[src/rtl/elevator_request_latch.sv]
// Parametrised elevator request register: latches hall/car calls on press edges,
// clears calls served at the current floor and summarises requests around the car.
module elevator_request_latch #(
  parameter int NUM_FLOORS = 7,
  parameter int FLOOR_W    = 3
) (
  input  logic                  clk,
  input  logic                  reset,
  input  logic [FLOOR_W-1:0]    cur_floor,
  input  logic [1:0]            cur_dir,
  input  logic                  door_open,
  input  logic                  flush,
  input  logic [NUM_FLOORS-1:0] hall_up_btn,
  input  logic [NUM_FLOORS-1:0] hall_dn_btn,
  input  logic [NUM_FLOORS-1:0] car_btn,
  output logic [NUM_FLOORS-1:0] hall_up_req,
  output logic [NUM_FLOORS-1:0] hall_dn_req,
  output logic [NUM_FLOORS-1:0] car_req,
  output logic                  req_above,
  output logic                  req_below,
  output logic                  req_here,
  output logic                  served
);

  localparam logic [31:0] NF = 32'(NUM_FLOORS);
  // No hall up call exists at the top floor, no hall down call at the bottom floor.
  localparam logic [NUM_FLOORS-1:0] LEGAL_UP = {1'b0, {(NUM_FLOORS-1){1'b1}}};
  localparam logic [NUM_FLOORS-1:0] LEGAL_DN = {{(NUM_FLOORS-1){1'b1}}, 1'b0};

  logic [NUM_FLOORS-1:0] hall_up_btn_q, hall_dn_btn_q, car_btn_q;
  logic [NUM_FLOORS-1:0] hall_up_req_q, hall_dn_req_q, car_req_q;
  logic [NUM_FLOORS-1:0] hall_up_req_d, hall_dn_req_d, car_req_d;
  logic                  served_q, served_d;

  logic [31:0]           cur_ext_s;
  logic                  in_range_s, dir_up_s, dir_dn_s, dir_idle_s;
  logic [NUM_FLOORS-1:0] floor_hot_s, clr_up_s, clr_dn_s, clr_car_s;
  logic [NUM_FLOORS-1:0] rise_up_s, rise_dn_s, rise_car_s, any_req_s;

  // Request next-state: flush beats service clear, which beats a new press.
  always_comb begin
    cur_ext_s  = 32'(cur_floor);
    in_range_s = (cur_ext_s < NF);
    dir_up_s   = (cur_dir == 2'b01);
    dir_dn_s   = (cur_dir == 2'b10);
    dir_idle_s = !dir_up_s && !dir_dn_s;
    floor_hot_s = '0;
    for (int i = 0; i < NUM_FLOORS; i++) begin
      floor_hot_s[i] = in_range_s && (cur_ext_s == 32'(i));
    end
    if (door_open) begin
      clr_car_s = floor_hot_s;
      clr_up_s  = (dir_up_s || dir_idle_s) ? floor_hot_s : '0;
      clr_dn_s  = (dir_dn_s || dir_idle_s) ? floor_hot_s : '0;
    end else begin
      clr_car_s = '0;
      clr_up_s  = '0;
      clr_dn_s  = '0;
    end
    rise_up_s  = hall_up_btn & ~hall_up_btn_q;
    rise_dn_s  = hall_dn_btn & ~hall_dn_btn_q;
    rise_car_s = car_btn & ~car_btn_q;
    if (flush) begin
      hall_up_req_d = '0;
      hall_dn_req_d = '0;
      car_req_d     = '0;
      served_d      = 1'b0;
    end else begin
      hall_up_req_d = (hall_up_req_q | rise_up_s) & ~clr_up_s & LEGAL_UP;
      hall_dn_req_d = (hall_dn_req_q | rise_dn_s) & ~clr_dn_s & LEGAL_DN;
      car_req_d     = (car_req_q | rise_car_s) & ~clr_car_s;
      served_d      = |((hall_up_req_q & clr_up_s) | (hall_dn_req_q & clr_dn_s) |
                        (car_req_q & clr_car_s));
    end
  end

  // Summaries relative to the car; an out-of-range floor sees every floor below it.
  always_comb begin
    any_req_s = hall_up_req_q | hall_dn_req_q | car_req_q;
    req_above = 1'b0;
    req_below = 1'b0;
    req_here  = 1'b0;
    for (int i = 0; i < NUM_FLOORS; i++) begin
      if (32'(i) > cur_ext_s) begin
        req_above = req_above | any_req_s[i];
      end else if (32'(i) < cur_ext_s) begin
        req_below = req_below | any_req_s[i];
      end else begin
        req_here = req_here | any_req_s[i];
      end
    end
  end

  // State registers; during reset the edge detectors track the button levels.
  always_ff @(posedge clk) begin
    hall_up_btn_q <= hall_up_btn;
    hall_dn_btn_q <= hall_dn_btn;
    car_btn_q     <= car_btn;
    if (reset) begin
      hall_up_req_q <= '0;
      hall_dn_req_q <= '0;
      car_req_q     <= '0;
      served_q      <= 1'b0;
    end else begin
      hall_up_req_q <= hall_up_req_d;
      hall_dn_req_q <= hall_dn_req_d;
      car_req_q     <= car_req_d;
      served_q      <= served_d;
    end
  end

  assign hall_up_req = hall_up_req_q;
  assign hall_dn_req = hall_dn_req_q;
  assign car_req     = car_req_q;
  assign served      = served_q;

endmodule

[config.mk]
export PLATFORM = sky130hd
export DESIGN_NAME = elevator_request_latch
export DESIGN_NICKNAME = d
export VERILOG_FILES = /design/src/rtl/elevator_request_latch.sv
export SDC_FILE = /design/constraint.sdc
export NUM_CORES = 1
export LEC_CHECK = 0
export CORE_ASPECT_RATIO = 1.1
export CORE_MARGIN = 4
export CORE_UTILIZATION = 48
export DETAILED_ROUTE_END_ITERATION = 12
export PLACE_DENSITY = 0.91
export SYNTH_ARGS = -nofsm -noshare
export SYNTH_HDL_FRONTEND = slang
export SYNTH_SLANG_ARGS = --single-unit
export TNS_END_PERCENT = 30
[constraint.sdc]
create_clock -name clk -period 2.4 [get_ports clk]
set_clock_uncertainty 0.15 [all_clocks]
set_input_delay 0.48 -clock clk [delete_from_list [all_inputs] [get_ports clk]]
set_output_delay 0.48 -clock clk [all_outputs]
set_load 0.02 [all_outputs]
### Word level (Yosys, flattened, before mapping)

Index checks and enable logic that the tools add are counted.

| word-level totals | value |
|---|---|
| register bits | 41 |
| bits in latches | 0 |
| bits in writable memories | 0 |
| memory bits (read-only) | 0 |
| input port bits | 30 |
| word-level logic and storage cells | 126 |
| memories kept | 0 |

| cells by class | value |
|---|---|
| add/sub/neg operators | 0 |
| multipliers | 0 |
| divide/modulo/power cells | 0 |
| $lt $le $gt $ge | 15 |
| equality and inequality tests | 8 |
| shift-type cells | 0 |
| mux-type cells | 40 |
| bitwise gates (word level) | 40 |
| reduce and logical (&&, ||, !) cells | 15 |

Operators by type and width:

| kind | number |
|---|---|
| $and 7x7->7 | 6 |
| $mux 1 | 35 |
| $mux 7 | 5 |
| $or 7x7->7 | 5 |
| $not 7->7 | 4 |
| $or 1x1->1 | 18 |
| $and 6x6->6 | 2 |
| $not 6->6 | 2 |
| $eq 3x3->1 const B | 3 |
| $gt 3x3->1 const A | 3 |
| $lt 3x3->1 const A | 3 |
| $logic_and 1x1->1 | 8 |
| $and 6x7->7 | 1 |
| $or 6x7->7 | 1 |
| $reduce_or 7->1 | 1 |
| $eq 3x2->1 const B | 2 |
| $gt 1x3->1 const A | 2 |
| $gt 2x3->1 const A | 2 |
| $lt 1x3->1 const A | 2 |
| $lt 2x3->1 const A | 2 |
| $or 6x6->6 | 1 |
| $eq 3x1->1 const B | 1 |
| $logic_not 3->1 | 1 |
| $lt 3x3->1 const B | 1 |
| 5 further kinds | 7 |

### Logic depth before layout (Yosys ltp)

Gate-level depths: netlist of the first run.

| depth | value |
|---|---|
| depth after elaboration | 22 |
| depth in mapped cells | 6 |

### Worst setup path after synthesis of the first run

Ideal clock, no wire load.

| timing | value |
|---|---|
| path type | input to output |
| start point | in cur_floor[1] |
| end point | out req_here |
| data arrival time | 1.503 ns |
| required time | 1.770 ns |
| path slack | 0.267 ns |
| cell stages on the path | 5 |
| path through | buf_2 > buf_2 > nor3_1 > a21oi_1 > o21ai_0 |

| on the way | value |
|---|---|
| cells in the longest elaborated chain, start to end | 21 |
| elaborated cells between the ends (all ways) | 34 |
| those cells by class | order compare: 14; mux: 14; bitwise: 6 |

RTL lines:

| element | line | text |
|---|---|---|
| start, declared | 9 | `input logic [FLOOR_W-1:0] cur_floor,` |
| $lt 1x3->1 | 86 | `end else if (32'(i) < cur_ext_s) begin` |
| $mux 1 | 86 |  |
| $mux 1 | 84 | `if (32'(i) > cur_ext_s) begin` |
| $or 1x1->1 | 89 | `req_here = req_here \| any_req_s[i];` |
| $mux 1 | 86 |  |
| $mux 1 | 84 |  |
| $or 1x1->1 | 89 |  |
| $mux 1 | 86 |  |
| [... 5 more ...] | - |  |
| $mux 1 | 86 |  |
| $mux 1 | 84 |  |
| $or 1x1->1 | 89 |  |
| $mux 1 | 86 |  |
| $mux 1 | 84 |  |
| $or 1x1->1 | 89 |  |
| $mux 1 | 86 |  |
| $mux 1 * | 84 |  |
| end, declared | 21 | `output logic req_here,` |

Every way passes the cells marked *; elsewhere a longest branch is shown, timed or not.

### Final worst setup path of the first run

| timing | value |
|---|---|
| start point | reg hall_dn_req_q[1] (netlist: hall_dn_req[1]) |
| end point | out req_below |

| on the way | value |
|---|---|
| cells in the longest elaborated chain, start to end | 20 |

RTL lines:

| element | line | text |
|---|---|---|
| start, declared | 31 | `logic [NUM_FLOORS-1:0] hall_up_req_q, hall_dn_req_q, car_req_q;` |
| start signal, assigned | 106 | `hall_dn_req_q <= hall_dn_req_d;` |
| $or 6x7->7 * | 79 | `any_req_s = hall_up_req_q \| hall_dn_req_q \| car_req_q;` |
| $or 7x7->7 * | 79 |  |
| $or 1x1->1 * | 87 | `req_below = req_below \| any_req_s[i];` |
| $mux 1 * | 86 |  |
| $mux 1 * | 84 |  |
| $or 1x1->1 | 87 |  |
| $mux 1 | 86 |  |
| $mux 1 * | 84 |  |
| [... 4 more ...] | - |  |
| $mux 1 | 86 |  |
| $mux 1 * | 84 |  |
| $or 1x1->1 | 87 |  |
| $mux 1 | 86 |  |
| $mux 1 * | 84 |  |
| $or 1x1->1 | 87 |  |
| $mux 1 | 86 |  |
| $mux 1 * | 84 |  |
| end, declared | 20 | `output logic req_below,` |

Marks and branches as above.

==> results of run 1 <==
## through the flow
stage | hold WS, ns | worst slack, ns
4_1_cts | 0.401 | -0.0307
5_1_grt | 0.425 | 0.0219
3_5_place_dp | 0.381 | -0.562
3_3_place_gp | 0.369 | -0.428
2_1_floorplan | 0.358 | 0.267
6_report | 0.396 | 0.107
## worst register-to-register path, cell delays in order (launching register included)
cell       delay (ns)
dfxtp_1          0.43
or3b_1           0.37
a21oi_1          0.19
a2111oi_2        0.08
a41oi_1          0.17
## cell usage after synthesis, drive strengths merged
library cell | number | area, sq um
o2bb2ai | 2 | 17.5
a2111oi | 2 | 23.8
nor3b | 2 | 15.0
nor3 | 14 | 70.1
nor2b | 13 | 81.3
dfxtp | 39 | 781
mux2i | 6 | 60.1
or2 | 1 | 6.26
or3b | 2 | 17.5
nor2 | 7 | 26.3
and3 | 1 | 11.3
conb | 1 | 3.75
a41oi | 1 | 8.76
nand4 | 2 | 12.5
o31ai | 1 | 7.51
clkbuf | 3 | 11.3
nand2 | 5 | 18.8
o2111ai | 1 | 8.76
nand3 | 2 | 10.0
nand3b | 3 | 22.5
a31oi | 1 | 6.26
nor4 | 1 | 6.26
a221o | 1 | 11.3
o21ai | 19 | 95.1
inv | 9 | 33.8
and4bb | 2 | 25.0
o211ai | 3 | 22.5
a21oi | 26 | 130
nand2b | 5 | 38.8
buf | 8 | 60.1
## final timing paths
kind / from / to / slack, ns
worst max register to register: car_req[0]$_SDFF_PP0_ / served$_SDFF_PP0_ / 0.94
worst min-delay path: car_req[4]$_SDFF_PP0_ / car_req[4]$_SDFF_PP0_ / 0.40
worst min register to register: car_req[4]$_SDFF_PP0_ / car_req[4]$_SDFF_PP0_ / 0.40
worst max-delay path: hall_dn_req[1]$_SDFF_PP0_ / req_below / 0.11
## final cells by class
cell class	instances	area (sq um)
timing repair buffer	73	674
fill	238	927
tap	36	45.0
clock buffer	6	41.3
sequential	39	781
multi-input combinational	125	801
inverter	9	33.8
## cell usage in the layout (no fill, tap or decap), drive strengths merged, types with 5 or more instances in the layout
| cell type | n |
|---|---|
| nand2 | 5 |
| o21ai | 19 |
| nor3 | 14 |
| inv | 9 |
| a21oi | 26 |
| nand2b | 5 |
| mux2i | 6 |
| buf | 26 |
| clkdlybuf4s50 | 44 |
| clkbuf | 6 |
| nor2b | 13 |
| dfxtp | 39 |
| nor2 | 7 |
## routing by layer
layer  global-route usage  wire (microns)
met5                    0               0
met4               0.0791              68
met3               0.0616             266
met2                0.335            2190
met1                0.221            1780
## cell families (layout without fill, tap and decap cells)
logic type | after synthesis | after routing | synth area share
buffers and inverters | 20 | 88 | 0.0640
multiplexers | 6 | 6 | 0.0366
AND/OR/NAND/NOR | 60 | 60 | 0.220
other | 1 | 2 | 0.00228
flip-flops | 39 | 39 | 0.475
AO/OA/AOI/OAI | 57 | 57 | 0.202
## power by group through the flow
stage          sequential (mW)  clock [mW]  combinational (mW)
2_1_floorplan            0.718           0               0.112
3_3_place_gp             0.703           0               0.252
3_5_place_dp             0.705           0               0.258
4_1_cts                  0.690       0.300               0.255
5_1_grt                  0.694       0.326               0.286
6_report                 0.691       0.294               0.266
## registers in the layout, indices dropped and copies added, names as in the netlist
register,cells
hall_dn_req,6
car_btn_q,7
served,1
hall_dn_btn_q,6
car_req,7
hall_up_req,6
hall_up_btn_q,6
## repair_timing
item                                    CTS  global route
hold endpoints to repair                  0             0
pin swaps                                 1             1
resized for setup                        19            11
endpoints found under the setup margin    3             3
setup buffers                             0             0
==> flow_summary.yaml, run 1 <==
place:
  gp_congestion: 0.841
  portBuffers: 50
  dp_hpwl_mm: 3.21
  placed_cells: 282
  place_area_sq_um: 2290
cts:
  clockRootBuffer: "clkbuf_4"
  clock_latency_ns: 0.34
  clock-sinks: 39
  cts_buffer_depth: 2
  clk_pin_slew_ns: 0.10
  cts_hold_buffers: 0
  cts_made_buffers: 5
  cts_tree: "built"
  htree_num_levels: 2
grt:
  grt_pass1_vias: 1500
  grt_usage: 0.196
  antenna_found_initial: 0
  grt_pass1_wl_mm: 6.82
  grt_max_degree: 17
  gr-total-overflow: 0
detailed_routing:
  wire_per_inst_microns: 14.9
  drt_wl_total_mm: 4.31
  drt_iter0_drc: 80
  drt_pass1_iterations: 4
  num_vias: 1597
  drc: 0
  antenna_left: 0
  routed_via_density: 5.55
sta:
  drv_slew: 0
  setup_violations: 0
  final_hold_viol_count: 0
  finalCritPeriodShare: 0.956
  rsz0062_at_grt: "false"
  fin_tns_setup_ns: 0
  fmax_ghz: 0.436
  min_period_ns: 2.29
critical_path:
  cp.arrival_ns: 1.66
  crit_required_ns: 1.77
  reg2regPathDepth: 4
  end_kind: "primary output"
  crit_chain: "nor3_1, nand4_1, a21oi_1, o21ai_1, buf_2"
  crit_type: "reg2out"
  crit_fanout: 3
  cp_num_cells: 5
  crit_buf_inv: 1
  cpPeakStageDelay_ns: 0.39
  crit_family: "simple AND/OR/NAND/NOR gates"
  crit_slowest_cell: "nor3_1"
  worstSetupStartpointType: "flop"
power:
  power.share.sequential: 0.552
  cellPowerDensity_nw_per_um2: 526
  switchingPower_mw: 0.334
  p_int_mw: 0.917
  p_comb_frac: 0.213
  power.clock.fraction: 0.235
  ir_drop_v: 0.000497
  total_power_mw: 1.25
  p_leak_nw: 0.957
  switching_share: 0.267
hold_path:
  worstHoldPathType: "reg2reg"
  holdPathStages: 2
finish:
  fin_util: 0.719
  syn2layout_area_growth_pct: 44.6
  stdcell_area_sq_um: 2380
  stdcell_count: 288
  nets: 283
  n_antenna_cell: 0
  drive_gt1_frac: 0.167
floorplanning:
  coreArea_sq_um: 3300
  start_util: 0.497
  die_width_microns: 63.8
  io_pins: 55
  die-height_microns: 69.4
  dieArea_sq_um: 4420
  rows: 22
logic_synthesis:
  synth_cells: 183
  synth_warnings: 0
  syn_area_sq_um: 1640
  avgSynthCellArea_sq_um: 8.98
  ys_seq_area_frac: 0.475
  ys_types: 34
  synth.ff_latch_count: 39
outcome:
  status: "finished clean"
job:
  cap_violations: 0
Power figures use the tool's default switching activity.
==> run 2: changes to the inputs <==
TNS_END_PERCENT = not set   (was 30)
==> flow_summary.yaml, run 2 (synthesis results as in run 1) <==
outcome:
  status: "finished clean"
power:
  switching_share: 0.268
  p_int_mw: 0.914
  ir_drop_v: 0.000500
  cellPowerDensity_nw_per_um2: 530
  p_leak_nw: 0.944
  switchingPower_mw: 0.334
  total_power_mw: 1.25
  p_comb_frac: 0.210
  power.share.sequential: 0.553
  power.clock.fraction: 0.237
grt:
  antenna_found_initial: 0
  grt_pass1_vias: 1500
  grt_pass1_wl_mm: 6.82
  grt_usage: 0.196
  grt_max_degree: 17
  gr-total-overflow: 0
hold_path:
  worstHoldStart: "car_req[4]$_SDFF_PP0_"
  worstHoldPathType: "reg2reg"
detailed_routing:
  drt_pass1_iterations: 4
  drc: 0
  met1_length_mm: 1.78
  wl_met2_mm: 2.17
  drt_wl_total_mm: 4.27
  wire_per_inst_microns: 14.8
  antenna_left: 0
  routed_via_density: 5.55
  num_vias: 1598
  route.met3.wl_microns: 251
  drt_iter0_drc: 110
  top_layer: "met4"
place:
  gp_congestion: 0.841
  dp_hpwl_mm: 3.21
  pre_cts_slack_ns: -0.562
  place_area_sq_um: 2290
  placed_cells: 282
  portBuffers: 50
finish:
  stdcell_area_sq_um: 2360
  multi_input_area_sq_um: 786
  fin_util: 0.714
  n_antenna_cell: 0
  nets: 283
  regArea_sq_um: 781
  stdcell_count: 288
  most-common-layout-cells: "44 x clkdlybuf4s50_1, 39 x dfxtp_1, 26 x a21oi_1"
  nFillCells: 244
  final_common_cell: "clkdlybuf4s50_1"
  syn2layout_area_growth_pct: 43.5
  drive_gt1_frac: 0.163
critical_path:
  end_kind: "primary output"
  crit_type: "reg2out"
  r2r_start: "hall_up_req[0]$_SDFF_PP0_"
  cpPeakStageDelay_ns: 0.39
  crit_buf_inv: 1
  crit_slowest_cell: "nor3_1"
  cp.arrival_ns: 1.65
  crit_family: "simple AND/OR/NAND/NOR gates"
  cp-startpoint: "hall_dn_req[1]$_SDFF_PP0_"
  crit_fanout: 3
  crit_required_ns: 1.77
  crit_chain: "nor3_1, nand4_1, a21oi_1, o21ai_1, buf_2"
  worstSetupStartpointType: "flop"
cts:
  clk_pin_slew_ns: 0.10
  clockRootBuffer: "clkbuf_4"
  cts_setup_buffers: 0
  clock-sinks: 39
  cts_hold_buffers: 0
  htree_num_levels: 2
  clock_latency_ns: 0.34
  cts_made_buffers: 5
  cts_tree: "built"
  cts_buffer_depth: 2
sta:
  rsz0062_at_grt: "false"
  fmax_ghz: 0.439
  setup_violations: 0
  finalCritPeriodShare: 0.950
  min_period_ns: 2.28
  drv_slew: 0
  final_hold_viol_count: 0
  layout_setup_ws_ns: 0.120
job:
  cap_violations: 0
floorplanning:
  die-height_microns: 69.4
  coreArea_sq_um: 3300
  io_pins: 55
  die_width_microns: 63.8
  dieArea_sq_um: 4420
  rows: 22
  start_util: 0.497
==> run 2: changes by cell type in the layout (fill, tap and decap cells not counted) <==
cell / change
o2111ai_1: +1
nor4_2: +1
dlygate4sd2_1: +1
dlymetal6s2s_1: -1
o21ai_0: -1
o2111ai_2: -1
o21ai_1: +1
nor4_4: -1
==> run 2: layout make-up <==
type	count	area share
clock buffers	6	0.0175
inverters	9	0.0143
multi-input cells	125	0.333
flip-flops and latches	39	0.331
well taps	36	0.0191
repair buffers	73	0.285
==> run 2: worst paths after layout <==
| check | slack (ns) | end | cells past startpoint |
|---|---|---|---|
| worst max-delay path | 0.12 | req_below | 5 |
| worst min-delay path | 0.40 | car_req[4]$_SDFF_PP0_ | 2 |
| worst max register to register | 0.94 | served$_SDFF_PP0_ | 4 |
| worst min register to register | 0.40 | car_req[4]$_SDFF_PP0_ | 2 |
==> run 2: layer usage <==
metal	vias up	track usage
met5	-	0
li1	789	-
met3	8	0.0616
met1	752	0.221
met2	49	0.335
met4	0	0.0791
==> run 2: metrics by stage <==
stage / setup TNS, ns / hold slack (ns)
6_report: 0 / 0.396
3_3_place_gp: -1.23 / 0.369
4_1_cts: 0 / 0.401
3_5_place_dp: -1.46 / 0.381
2_1_floorplan: 0 / 0.358
5_1_grt: 0 / 0.425
==> run 2: tightest hold or removal path, stage by stage (launching register included) <==
cell,delay [ns]
dfxtp_1,0.35
a21oi_1,0.12
nor3_1,0.05
==> run 2: power by group through the flow <==
| stage | Combinational [mW] | Sequential [mW] | Clock [mW] |
|---|---|---|---|
| after floorplan | 0.112 | 0.718 | 0 |
| after global routing | 0.282 | 0.693 | 0.326 |
| after detailed placement | 0.258 | 0.705 | 0 |
| after CTS | 0.256 | 0.690 | 0.300 |
| final | 0.262 | 0.690 | 0.296 |
| after global placement | 0.252 | 0.703 | 0 |
==> run 2: repair_timing <==
item,CTS,global route
resized for setup,22,7
setup endpoints to repair,3,2
cloned,0,0
pin swaps,2,0
==> run 3: changes to the inputs <==
CORE_ASPECT_RATIO = not set   (was 1.1)
CORE_UTILIZATION = 45   (was 48)
PLACE_DENSITY = 0.87   (was 0.91)
clock period = 2.5 ns   (was 2.4 ns; I/O delays follow)
==> flow_summary.yaml, run 3 (synthesis results as in run 1) <==
outcome:
  status: "finished clean"
cts:
  cts_hold_buffers: 0
  cts_buffer_depth: 2
  htree_num_levels: 2
  clockRootBuffer: "clkbuf_8"
  clock_latency_ns: 0.28
  clock-sinks: 39
  cts_setup_buffers: 0
  cts_made_buffers: 5
  clk_pin_slew_ns: 0.07
  cts_tree: "built"
sta:
  min_period_ns: 2.46
  whs_ns: 0.395
  fin_tns_setup_ns: 0
  fmax_ghz: 0.407
  finalCritPeriodShare: 0.984
  rsz0062_at_grt: "true"
  drv_slew: 0
  layout_setup_ws_ns: 0.0402
  final_hold_viol_count: 0
  setup_violations: 0
detailed_routing:
  wl_met2_mm: 1.97
  met1_length_mm: 1.80
  antenna_left: 0
  drt_iter0_drc: 194
  wire_per_inst_microns: 14.3
  routed_via_density: 5.39
  drt_pass1_iterations: 4
  drt_wl_total_mm: 4.16
  num_vias: 1568
  top_layer: "met4"
  drc: 0
  route.met3.wl_microns: 289
critical_path:
  endpoint: "req_above"
  cp-startpoint: "cur_floor[0]"
  cp.arrival_ns: 1.81
  worstSetupStartpointType: "primary input"
  reg2regPathDepth: 4
  r2r_end: "served$_SDFF_PP0_"
  crit_required_ns: 1.85
  end_kind: "primary output"
  reg2reg_slack_ns: 1.03
  crit_fanout: 4
  r2r_start: "hall_up_req[0]$_SDFF_PP0_"
  crit_type: "in2out"
power:
  p_leak_nw: 0.911
  total_power_mw: 1.28
  ir_drop_v: 0.000404
  cellPowerDensity_nw_per_um2: 546
finish:
  nets: 276
  stdcell_count: 291
  n_antenna_cell: 0
  syn2layout_area_growth_pct: 43.0
  drive_gt1_frac: 0.147
  most-common-layout-cells: "45 x clkdlybuf4s50_1, 39 x dfxtp_1, 26 x a21oi_1"
  final_common_cell: "clkdlybuf4s50_1"
  nFillCells: 292
job:
  cap_violations: 0
floorplanning:
  io_pins: 55
  coreArea_sq_um: 3440
  die_width_microns: 68.4
  start_util: 0.477
  dieArea_sq_um: 4680
  rows: 21
  die-height_microns: 68.4
grt:
  gr-total-overflow: 0
  antenna_found_initial: 0
  grt_usage: 0.193
  grt_max_degree: 19
  grt_pass1_vias: 1444
  grt_pass1_wl_mm: 6.64
hold_path:
  worstHoldPathType: "reg2reg"
place:
  pre_cts_slack_ns: -0.462
  portBuffers: 50
  gp_congestion: 0.794
  dp_hpwl_mm: 3.09
  placed_cells: 285
-- run 3: power by group --
part           leakage [nW]  internal [mW]  switching [mW]  total [mW]
clock network        0.0371          0.186           0.190       0.375
logic                 0.551          0.123           0.118       0.241
registers             0.323          0.649          0.0169       0.666
total                 0.911          0.958           0.325        1.28
-- run 3: layout make-up --
class,instances,area [sq um],area share
clock buffer,6,72.6,0.0309
inverter,9,33.8,0.0144
multi-input combinational,125,797,0.339
sequential,39,781,0.332
tap,46,57.6,0.0245
timing repair buffer,66,607,0.258
-- run 3: metrics by stage --
stage               cell area [sq um]   util
detailed placement               2250  0.655
floorplan                        1650      -
global route                     2350  0.682
global placement                 2250  0.655
CTS                              2330  0.677
finish                           2350  0.682
-- run 3: worst max-delay path, cell delays in order --
cell and delay, ns:
clkdlybuf4s50_1 0.56, nor2b_1 0.20, o2111ai_2 0.12, o21ai_0 0.20, a21oi_1 0.06, buf_2 0.17
-- run 3: per-layer routing --
layer | global-route usage | up-vias
li1 | - | 773
met1 | 0.244 | 719
met2 | 0.298 | 65
met3 | 0.0558 | 11
met4 | 0.0943 | 0
met5 | 0 | -
-- run 3: repair_timing --
action	CTS	global route
gates resized for setup	19	5
pin swaps	1	0
endpoints found under the setup margin	3	3
-- run 3: worst min-delay path by stage --
stage,start,end,depth (start not counted),slack [ns]
after detailed placement,car_btn_q[5]$_DFF_P_,car_req[5]$_SDFF_PP0_,3,0.38
after global routing,car_btn_q[2]$_DFF_P_,car_req[2]$_SDFF_PP0_,3,0.42
after global placement,car_btn_q[2]$_DFF_P_,car_req[2]$_SDFF_PP0_,3,0.37
final,car_btn_q[5]$_DFF_P_,car_req[5]$_SDFF_PP0_,3,0.39
after CTS,car_btn_q[5]$_DFF_P_,car_req[5]$_SDFF_PP0_,3,0.40
after floorplan,car_btn_q[0]$_DFF_P_,car_req[0]$_SDFF_PP0_,3,0.36
